===== config.mk =====
export PLATFORM = sky130hd
export DESIGN_NAME = alu_acc_sequencer_flat
export DESIGN_NICKNAME = d
export VERILOG_FILES = /design/src/rtl/alu_acc_sequencer_pkg.sv /design/src/rtl/alu_acc_sequencer_if.sv /design/src/rtl/alu_acc_fsm.sv /design/src/rtl/alu_acc_sequencer.sv /design/src/flat_wrapper.sv
export SDC_FILE = /design/constraint.sdc
export NUM_CORES = 1
export LEC_CHECK = 0
export CAP_MARGIN = 5
export CORE_MARGIN = 4
export CORE_UTILIZATION = 45
export CTS_CLUSTER_DIAMETER = 60
export DETAILED_ROUTE_END_ITERATION = 16
export HOLD_SLACK_MARGIN = 0.08
export PLACE_DENSITY = 0.8
export SKIP_LAST_GASP = 1
export SYNTH_ARGS = -nofsm -noshare
export SYNTH_HDL_FRONTEND = slang
export SYNTH_SLANG_ARGS = --single-unit

===== constraint.sdc =====
create_clock -name clk -period 1.85 [get_ports clk]
set_input_delay 0.2775 -clock clk [delete_from_list [all_inputs] [get_ports clk]]
set_output_delay 0.2775 -clock clk [all_outputs]
set_load 0.05 [all_outputs]

===== src/rtl/alu_acc_sequencer_pkg.sv =====
// Shared definitions for the accumulator sequencer and its companion alu_8bit:
// opcode values, FSM state encoding and default widths.
package alu_acc_sequencer_pkg;

    localparam int W_DEF     = 8;
    localparam int REP_W_DEF = 4;

    localparam logic [2:0] OP_ADD  = 3'b000;
    localparam logic [2:0] OP_SUB  = 3'b001;
    localparam logic [2:0] OP_AND  = 3'b010;
    localparam logic [2:0] OP_OR   = 3'b011;
    localparam logic [2:0] OP_XOR  = 3'b100;
    localparam logic [2:0] OP_NOR  = 3'b101;
    localparam logic [2:0] OP_NAND = 3'b110;
    localparam logic [2:0] OP_XNOR = 3'b111;

    localparam logic [1:0] ST_IDLE = 2'd0;
    localparam logic [1:0] ST_EXEC = 2'd1;
    localparam logic [1:0] ST_DONE = 2'd2;

    // Everything except ADD/SUB is bitwise and never produces a carry.
    function automatic logic is_logic_op(input logic [2:0] op);
        return op[2] | op[1];
    endfunction

endpackage


===== src/rtl/alu_acc_sequencer_if.sv =====
// Command and result handshake bundle. The sequencer sits on the slave side,
// the command producer / result consumer on the master side.
interface alu_acc_sequencer_if #(
    parameter int W     = 8,
    parameter int REP_W = 4
);

    logic             cmd_valid;
    logic             cmd_ready;
    logic             cmd_load;
    logic [2:0]       cmd_op;
    logic [W-1:0]     cmd_data;
    logic [REP_W-1:0] cmd_rep;

    logic             res_valid;
    logic             res_ready;
    logic [W-1:0]     res_data;
    logic             res_carry;
    logic             res_zero;

    modport master (
        output cmd_valid, cmd_load, cmd_op, cmd_data, cmd_rep, res_ready,
        input  cmd_ready, res_valid, res_data, res_carry, res_zero
    );

    modport slave (
        input  cmd_valid, cmd_load, cmd_op, cmd_data, cmd_rep, res_ready,
        output cmd_ready, res_valid, res_data, res_carry, res_zero
    );

endinterface


===== src/rtl/alu_acc_fsm.sv =====
// Control for the sequencer: IDLE -> EXEC -> DONE -> IDLE, the repeat
// counter, and the cmd_ready / res_valid handshake outputs.
module alu_acc_fsm
    import alu_acc_sequencer_pkg::*;
#(
    parameter int REP_W = REP_W_DEF
) (
    input  logic             clk,
    input  logic             rst_n,
    input  logic             cmd_valid,
    input  logic             cmd_load,
    input  logic [REP_W-1:0] cmd_rep,
    input  logic             res_ready,
    output logic             cmd_ready,
    output logic             cmd_accept,
    output logic             exec_pass,
    output logic             exec_last,
    output logic             res_valid
);

    logic [1:0]       state;
    logic [1:0]       state_nxt;
    logic [REP_W-1:0] cnt;

    // Gating with rst_n keeps the block from advertising readiness while held in reset.
    assign cmd_ready  = rst_n && (state == ST_IDLE);
    assign cmd_accept = cmd_valid && cmd_ready;
    assign exec_pass  = (state == ST_EXEC);
    assign exec_last  = exec_pass && (cnt == '0);
    assign res_valid  = (state == ST_DONE);

    always_comb begin
        state_nxt = state;
        case (state)
            ST_IDLE: if (cmd_accept) state_nxt = cmd_load ? ST_DONE : ST_EXEC;
            ST_EXEC: if (cnt == '0)  state_nxt = ST_DONE;
            ST_DONE: if (res_ready)  state_nxt = ST_IDLE;
            default:                 state_nxt = ST_IDLE;
        endcase
    end

    // NOTE: clocked state uses non-blocking assignments so every flop samples pre-edge values.
    always_ff @(posedge clk or negedge rst_n) begin
        if (!rst_n) begin
            state <= ST_IDLE;
            cnt   <= '0;
        end else begin
            state <= state_nxt;
            if (cmd_accept) begin
                cnt <= cmd_rep;
            end else if (exec_pass && (cnt != '0)) begin
                cnt <= cnt - REP_W'(1);
            end
        end
    end

endmodule


===== src/rtl/alu_acc_sequencer.sv =====
// Accumulator front/back end for an external alu_8bit: feeds acc/operand/op to
// the ALU, folds results back into acc and presents a registered result.
module alu_acc_sequencer
    import alu_acc_sequencer_pkg::*;
#(
    parameter int W     = W_DEF,
    parameter int REP_W = REP_W_DEF
) (
    input  logic                 clk,
    input  logic                 rst_n,
    alu_acc_sequencer_if.slave   bus,
    output logic [W-1:0]         alu_a,
    output logic [W-1:0]         alu_b,
    output logic [2:0]           alu_op,
    input  logic [W-1:0]         alu_result,
    input  logic                 alu_carry
);

    logic         cmd_accept;
    logic         exec_pass;
    logic         exec_last;

    logic [W-1:0] acc;
    logic [W-1:0] operand;
    logic [2:0]   op_q;
    logic         carry_acc;
    logic [W-1:0] res_data_q;
    logic         res_carry_q;
    logic         res_zero_q;

    alu_acc_fsm #(.REP_W(REP_W)) u_fsm (
        .clk        (clk),
        .rst_n      (rst_n),
        .cmd_valid  (bus.cmd_valid),
        .cmd_load   (bus.cmd_load),
        .cmd_rep    (bus.cmd_rep),
        .res_ready  (bus.res_ready),
        .cmd_ready  (bus.cmd_ready),
        .cmd_accept (cmd_accept),
        .exec_pass  (exec_pass),
        .exec_last  (exec_last),
        .res_valid  (bus.res_valid)
    );

    assign alu_a  = acc;
    assign alu_b  = operand;
    assign alu_op = op_q;

    assign bus.res_data  = res_data_q;
    assign bus.res_carry = res_carry_q;
    assign bus.res_zero  = res_zero_q;

    // Result registers only move on load accept or the final pass, so they hold steady in DONE.
    always_ff @(posedge clk or negedge rst_n) begin
        if (!rst_n) begin
            acc         <= '0;
            operand     <= '0;
            op_q        <= OP_ADD;
            carry_acc   <= 1'b0;
            res_data_q  <= '0;
            res_carry_q <= 1'b0;
            res_zero_q  <= 1'b0;
        end else begin
            if (cmd_accept) begin
                op_q    <= bus.cmd_op;
                operand <= bus.cmd_data;
                if (bus.cmd_load) begin
                    acc         <= bus.cmd_data;
                    res_data_q  <= bus.cmd_data;
                    res_carry_q <= 1'b0;
                    res_zero_q  <= (bus.cmd_data == '0);
                end else begin
                    carry_acc <= 1'b0;
                end
            end

            if (exec_pass) begin
                acc       <= alu_result;
                carry_acc <= carry_acc | alu_carry;
                if (exec_last) begin
                    res_data_q  <= alu_result;
                    res_carry_q <= carry_acc | alu_carry;
                    res_zero_q  <= (alu_result == '0);
                end
            end
        end
    end

endmodule


===== src/flat_wrapper.sv =====
// flat-port wrapper written by rule: the top's interface ports become plain ports
module alu_acc_sequencer_flat import alu_acc_sequencer_pkg::*;
#(
    parameter int W     = W_DEF,
    parameter int REP_W = REP_W_DEF
)
  (clk, rst_n, alu_a, alu_b, alu_op, alu_result, alu_carry, bus_cmd_valid, bus_cmd_load, bus_cmd_op, bus_cmd_data, bus_cmd_rep, bus_res_ready, bus_cmd_ready, bus_res_valid, bus_res_data, bus_res_carry, bus_res_zero);
  alu_acc_sequencer_if #(.W(W), .REP_W(REP_W)) bus_i ();
  input  logic clk;
  input  logic rst_n;
  output logic [W-1:0] alu_a;
  output logic [W-1:0] alu_b;
  output logic [2:0] alu_op;
  input  logic [W-1:0] alu_result;
  input  logic alu_carry;
  input wire logic [$bits(bus_i.cmd_valid)-1:0] bus_cmd_valid;
  input wire logic [$bits(bus_i.cmd_load)-1:0] bus_cmd_load;
  input wire logic [$bits(bus_i.cmd_op)-1:0] bus_cmd_op;
  input wire logic [$bits(bus_i.cmd_data)-1:0] bus_cmd_data;
  input wire logic [$bits(bus_i.cmd_rep)-1:0] bus_cmd_rep;
  input wire logic [$bits(bus_i.res_ready)-1:0] bus_res_ready;
  output wire logic [$bits(bus_i.cmd_ready)-1:0] bus_cmd_ready;
  output wire logic [$bits(bus_i.res_valid)-1:0] bus_res_valid;
  output wire logic [$bits(bus_i.res_data)-1:0] bus_res_data;
  output wire logic [$bits(bus_i.res_carry)-1:0] bus_res_carry;
  output wire logic [$bits(bus_i.res_zero)-1:0] bus_res_zero;
  assign bus_i.cmd_valid = bus_cmd_valid;
  assign bus_i.cmd_load = bus_cmd_load;
  assign bus_i.cmd_op = bus_cmd_op;
  assign bus_i.cmd_data = bus_cmd_data;
  assign bus_i.cmd_rep = bus_cmd_rep;
  assign bus_i.res_ready = bus_res_ready;
  assign bus_cmd_ready = bus_i.cmd_ready;
  assign bus_res_valid = bus_i.res_valid;
  assign bus_res_data = bus_i.res_data;
  assign bus_res_carry = bus_i.res_carry;
  assign bus_res_zero = bus_i.res_zero;
  alu_acc_sequencer #(.W(W), .REP_W(REP_W)) u_core (.clk(clk), .rst_n(rst_n), .bus(bus_i), .alu_a(alu_a), .alu_b(alu_b), .alu_op(alu_op), .alu_result(alu_result), .alu_carry(alu_carry));
endmodule

== Yosys cells after proc, flatten, opt, wreduce, memory -nomap -nowiden ==
Index checks and enable logic that the tools add are counted.
Word-level totals
  register bits: 36
  output and inout bits: 31
Operators by class
  add/sub/neg operators: 1
  eq/ne operators: 6
  muxes and demuxes: 25
  bitwise operators: 1
  reduce and logical (&&, ||, !) cells: 15
Operators by type and width (count)
  two-way mux 8 bit: 7
  zero test 8 bit: 2
  two-way mux 1 bit: 11
  two-way mux 2 bit: 4
  two-way mux 4 bit: 2
  inequality test 2 x 1 -> 1 bit, second input constant: 3
  case mux 2 bit (3 select lines): 1
  nonzero test 2 bit: 3
  logical AND 1 bit: 4
  zero test 4 bit: 1
  AND reduction 2 bit: 2
  nonzero test 4 bit: 1
  subtractor 4 x 1 -> 4 bit, second input constant: 1
  AND reduction 3 bit: 1
  == test 2 x 1 -> 1 bit, second input constant: 1
  == test 2 bit, second input constant: 1
  zero test 2 bit: 1
  inequality test 2 bit, second input constant: 1
  OR 1 bit: 1

== Logic depth before layout (Yosys ltp) ==
Gate-level depths: netlist of run 1.
  word-level depth: 6
  depth in mapped cells: 6

== By module ==
Synthesis of run 1 repeated with hierarchy kept, for this count alone.
Second synthesis, totals
  cell total of the unflattened synthesis: 164
  area total of the unflattened synthesis: 1710.4 sq um
By module, submodules not included
  alu_acc_sequencer: instances 1, cells an instance 121, area an instance 1336.3 sq um, sequential area each 750.7 sq um
  alu_acc_fsm: instances 1, cells an instance 43, area an instance 374.1 sq um, sequential area each 150.1 sq um

== Worst setup path before layout of run 1 ==
OpenSTA, ideal clock, no wires.
  path type: register to register
  from: register u_core.u_fsm.state[0]
  to: register u_core.operand[0] (netlist: u_core.alu_b[0])
  arrival time: 2294 ps
  setup slack: -562 ps
  stages on the path, launching flop included: 6
  cells stage by stage: dfrtp_1 nor3b_1 nand2_1 buf_2 nand2_1 nand2_1
Between the ends
  word-level cells in the longest chain between the ends: 3
RTL lines
  start: declaration: line alu_acc_fsm.sv:21  | logic [1:0] state;
  start signal: assignment: line alu_acc_fsm.sv:48  | state <= state_nxt;
  zero test 2 bit: line alu_acc_fsm.sv:26  | assign cmd_ready = rst_n && (state == ST_IDLE);
  logical AND 1 bit: line alu_acc_fsm.sv:26
  net bus_cmd_ready: line flat_wrapper.sv:22  | output wire logic [$bits(bus_i.cmd_ready)-1:0] bus_cmd_ready;
  logical AND 1 bit: line alu_acc_fsm.sv:27  | assign cmd_accept = cmd_valid && cmd_ready;
  end signal: assignment: line alu_acc_sequencer.sv:66  | operand <= bus.cmd_data;
  end: declaration: line alu_acc_sequencer.sv:24  | logic [W-1:0] operand;
The timed path passes the listed nets, and every way through them passes these cells.
A chain may end at the register's enable or synchronous reset.

== Worst setup path in the final report of run 1 ==
  from: register u_core.res_zero_q (netlist: u_core.bus.res_zero)
  to: output port bus_res_zero
RTL lines
  start: declaration: line alu_acc_sequencer.sv:29  | logic res_zero_q;
  start signal: assignment: line alu_acc_sequencer.sv:71  | res_zero_q <= (bus.cmd_data == '0);
  start signal: assignment: line alu_acc_sequencer.sv:83  | res_zero_q <= (alu_result == '0);
  end: declaration: line flat_wrapper.sv:26  | output wire logic [$bits(bus_i.res_zero)-1:0] bus_res_zero;
No word-level cell between the ends.

==> flow_summary.json, run 1 <==
{
  "netlist_instances": 168,
  "antenna_found_initial": 0,
  "die-height_um": 70.0,
  "synthFlopType": "dfrtp_1",
  "grt_max_degree": 36,
  "p_leak_uw": 0.00108,
  "crit_arrival_ps": 1480,
  "nFillCells": 313,
  "slew_viol_final": 0,
  "grt-ovfl-total": 0,
  "tns_ps": 0,
  "hold_ws_ps": 309,
  "nets": 263,
  "finalHoldViolCount": 0,
  "htree_levels": 2,
  "synth_edf_count": 0,
  "tightest_slew_ps": 524,
  "cp_top_family": "buffers and inverters",
  "status": "complete, no violations",
  "synth_top_area_share_pct": 52.1,
  "period_share_pct": 94.8,
  "syn_area_per_cell_um2": 10.3,
  "antenna_cells": 0,
  "setup_viol": 0,
  "core_um2": 3690,
  "relSlewSlack_pct": 65.0,
  "rrSetupSlack_ps": 130,
  "synth.area.top_cells": "dfrtp_1, a21oi_2, nand2_1",
  "fmax_mhz": 570,
  "grt_pass1_vias": 1359,
  "clk_pin_slew_ps": 70,
  "design_power_total_uw": 4820,
  "rsz0062_at_grt": "false",
  "ys_types": 31,
  "first_iter_violations": 101,
  "worst-path-buf-inv": 1,
  "cpPeakStageDelay_ps": 820,
  "track_usage_pct": 17.2,
  "ys_async_sr_fraction_pct": 100,
  "yosys_warnings": 0,
  "seq_area_um2": 901,
  "drt-vias-per-instance": 5.17,
  "synth_largest_area_cell": "dfrtp_1",
  "power.density_nw_per_um2": 1930,
  "start_util_pct": 46.9,
  "drive_gt1_share_pct": 20.1,
  "drt_pass1_iterations": 4,
  "yosysSeqAreaShare_pct": 52.1,
  "wirelength_um": 4100,
  "place.gp.congestion": 0.786,
  "multi_input_area_um2": 773,
  "grt_pass1_wl_um": 6780,
  "cts_tree": "yes",
  "cts_sinks": 36,
  "place_area_um2": 2390,
  "r2r-start": "u_core.u_fsm.cnt[0]",
  "path_depth": 1,
  "die_w_um": 70.0,
  "rows": 22,
  "reg2reg_depth": 6,
  "finish.instance_area_um2": 2500,
  "syn2layout_area_growth_pct": 44.5,
  "cp-end-kind": "output port",
  "hold_path_class": "in2async",
  "synth_most_common_cell": "nand2_1",
  "setup.worst_path.start_class": "register",
  "die-area_um2": 4900,
  "ios": 60,
  "crit_end": "bus_res_zero",
  "cts_buffers": 5,
  "syn_area_um2": 1730,
  "drtAntennaViolNets": 0,
  "cp_max_fo": 2,
  "clk_path_buf_depth": 2,
  "startpoint": "u_core.bus.res_zero",
  "dpl.hpwl_um": 3070,
  "worst_ep_required_time_ps": 1570,
  "skew_ps": 2.21,
  "drv_cap": 0,
  "peakVddDrop_v": 0.000976,
  "critPathSlowestCell": "clkdlybuf4s50_1",
  "fin_crit_ps": 1750,
  "cts_root_buf": "clkbuf_8",
  "worstSetupPathType": "reg2out",
  "timing.rr.end": "u_core.u_fsm.cnt[1]",
  "synthTopCellsByCount": "nand2_1, dfrtp_1, a21oi_2",
  "insertion_delay_ps": 280,
  "path_cells": "clkdlybuf4s50_1",
  "via_count": 1457,
  "synth-seq-cells": 36,
  "synth_fp_nets": 198,
  "numPortBuffers": 59,
  "drc": 0,
  "avgRoutedWirePerCell_um": 14.5
}
==> what timing repair did <==
action,CTS,global route
gates resized for setup,0,2
hold endpoints to repair,1,0
setup buffers,0,0
setup endpoints to repair,0,2
hold buffers,1,0
==> placed cells by master (no fill, tap or decap), drive strengths merged <==
cell,instances
a221o,7
inv,2
xor2,2
nor2,11
nor3,1
and4,1
buf,10
mux2,1
or3b,1
nor4,4
nand3,4
dlygate4sd3,1
nor3b,1
clkbuf,8
clkdlybuf4s50,56
a21oi,23
and3,8
and2b,2
dfrtp,36
nand2,41
o21ai,9
ha,1
nor2b,2
and4bb,1
xnor2,1
==> how the worst min path moves through the flow <==
stage,end,depth (start not counted),slack [ps],startpoint
after floorplan,u_core.alu_a[0],0,-20,rst_n
after global placement,u_core.carry_acc,1,70,rst_n
after detailed placement,u_core.carry_acc,1,70,rst_n
after CTS,u_core.carry_acc,2,310,rst_n
after global routing,u_core.carry_acc,2,330,rst_n
final,u_core.carry_acc,2,310,rst_n
==> stage by stage <==
stage,std cells,utilization (%),setup slack (ps)
2_1_floorplan,168,-,39.4
3_3_place_gp,273,64.9,129
3_5_place_dp,273,64.9,103
4_1_cts,282,67.6,82.6
5_1_grt,282,67.8,29.4
6_report,282,67.8,96.1
==> per-layer routing <==
metal  GRT usage (%)  vias to the layer above  routed length (um)
met4            5.74                        0                  40
met5               0                        -                   0
li1                -                      709                   -
met3            5.47                        2                 249
met1            24.4                      690                1960
met2            24.8                       56                1850
==> power by group <==
group	total, uW	switching [uW]	internal, uW
clock network	566	262	304
logic	2810	1770	1040
registers	1440	273	1170
total	4820	2310	2520
==> state kept, by name, summed over array words and instances (netlist names), 2 cells and up <==
signal	count
u_core.bus.res_data	8
u_core.alu_a	8
u_core.alu_op	3
u_core.u_fsm.cnt	4
u_core.u_fsm.state	2
u_core.alu_b	8
==> area by class of cell <==
cell class / instances / share of cell area (%)
Inverter: 2 / 0.300
Timing Repair Buffer: 67 / 26.7
Tap cell: 48 / 2.40
Sequential cell: 36 / 36.0
Clock buffer: 8 / 3.60
Multi-Input combinational cell: 121 / 30.9
==> cell families after synthesis <==
family                     synth area share (%)
adders and majority gates                 0.723
and+or+nand+nor                            23.4
buffers and inverters                      3.83
muxes                                     0.651
AOI/OAI and AO/OA                          17.9
xor gates and xnor gates                   1.52
DFF                                        52.1
Note: power is estimated with default switching activity, not from simulation.
==> run 2: changes to the inputs <==
--- a/config.mk
+++ b/config.mk
@@ -5,7 +5,7 @@
 export SDC_FILE = /design/constraint.sdc
 export NUM_CORES = 1
 export LEC_CHECK = 0
-export CAP_MARGIN = 5
+export CAP_MARGIN = 20
 export CORE_MARGIN = 4
 export CORE_UTILIZATION = 45
 export CTS_CLUSTER_DIAMETER = 60
@@ -13,6 +13,7 @@
 export HOLD_SLACK_MARGIN = 0.08
 export PLACE_DENSITY = 0.8
 export SKIP_LAST_GASP = 1
+export SLEW_MARGIN = 15
 export SYNTH_ARGS = -nofsm -noshare
 export SYNTH_HDL_FRONTEND = slang
 export SYNTH_SLANG_ARGS = --single-unit
==> results of run 2 <==
Same layout as run 1: the final DEF is identical, and so are final timing and power.
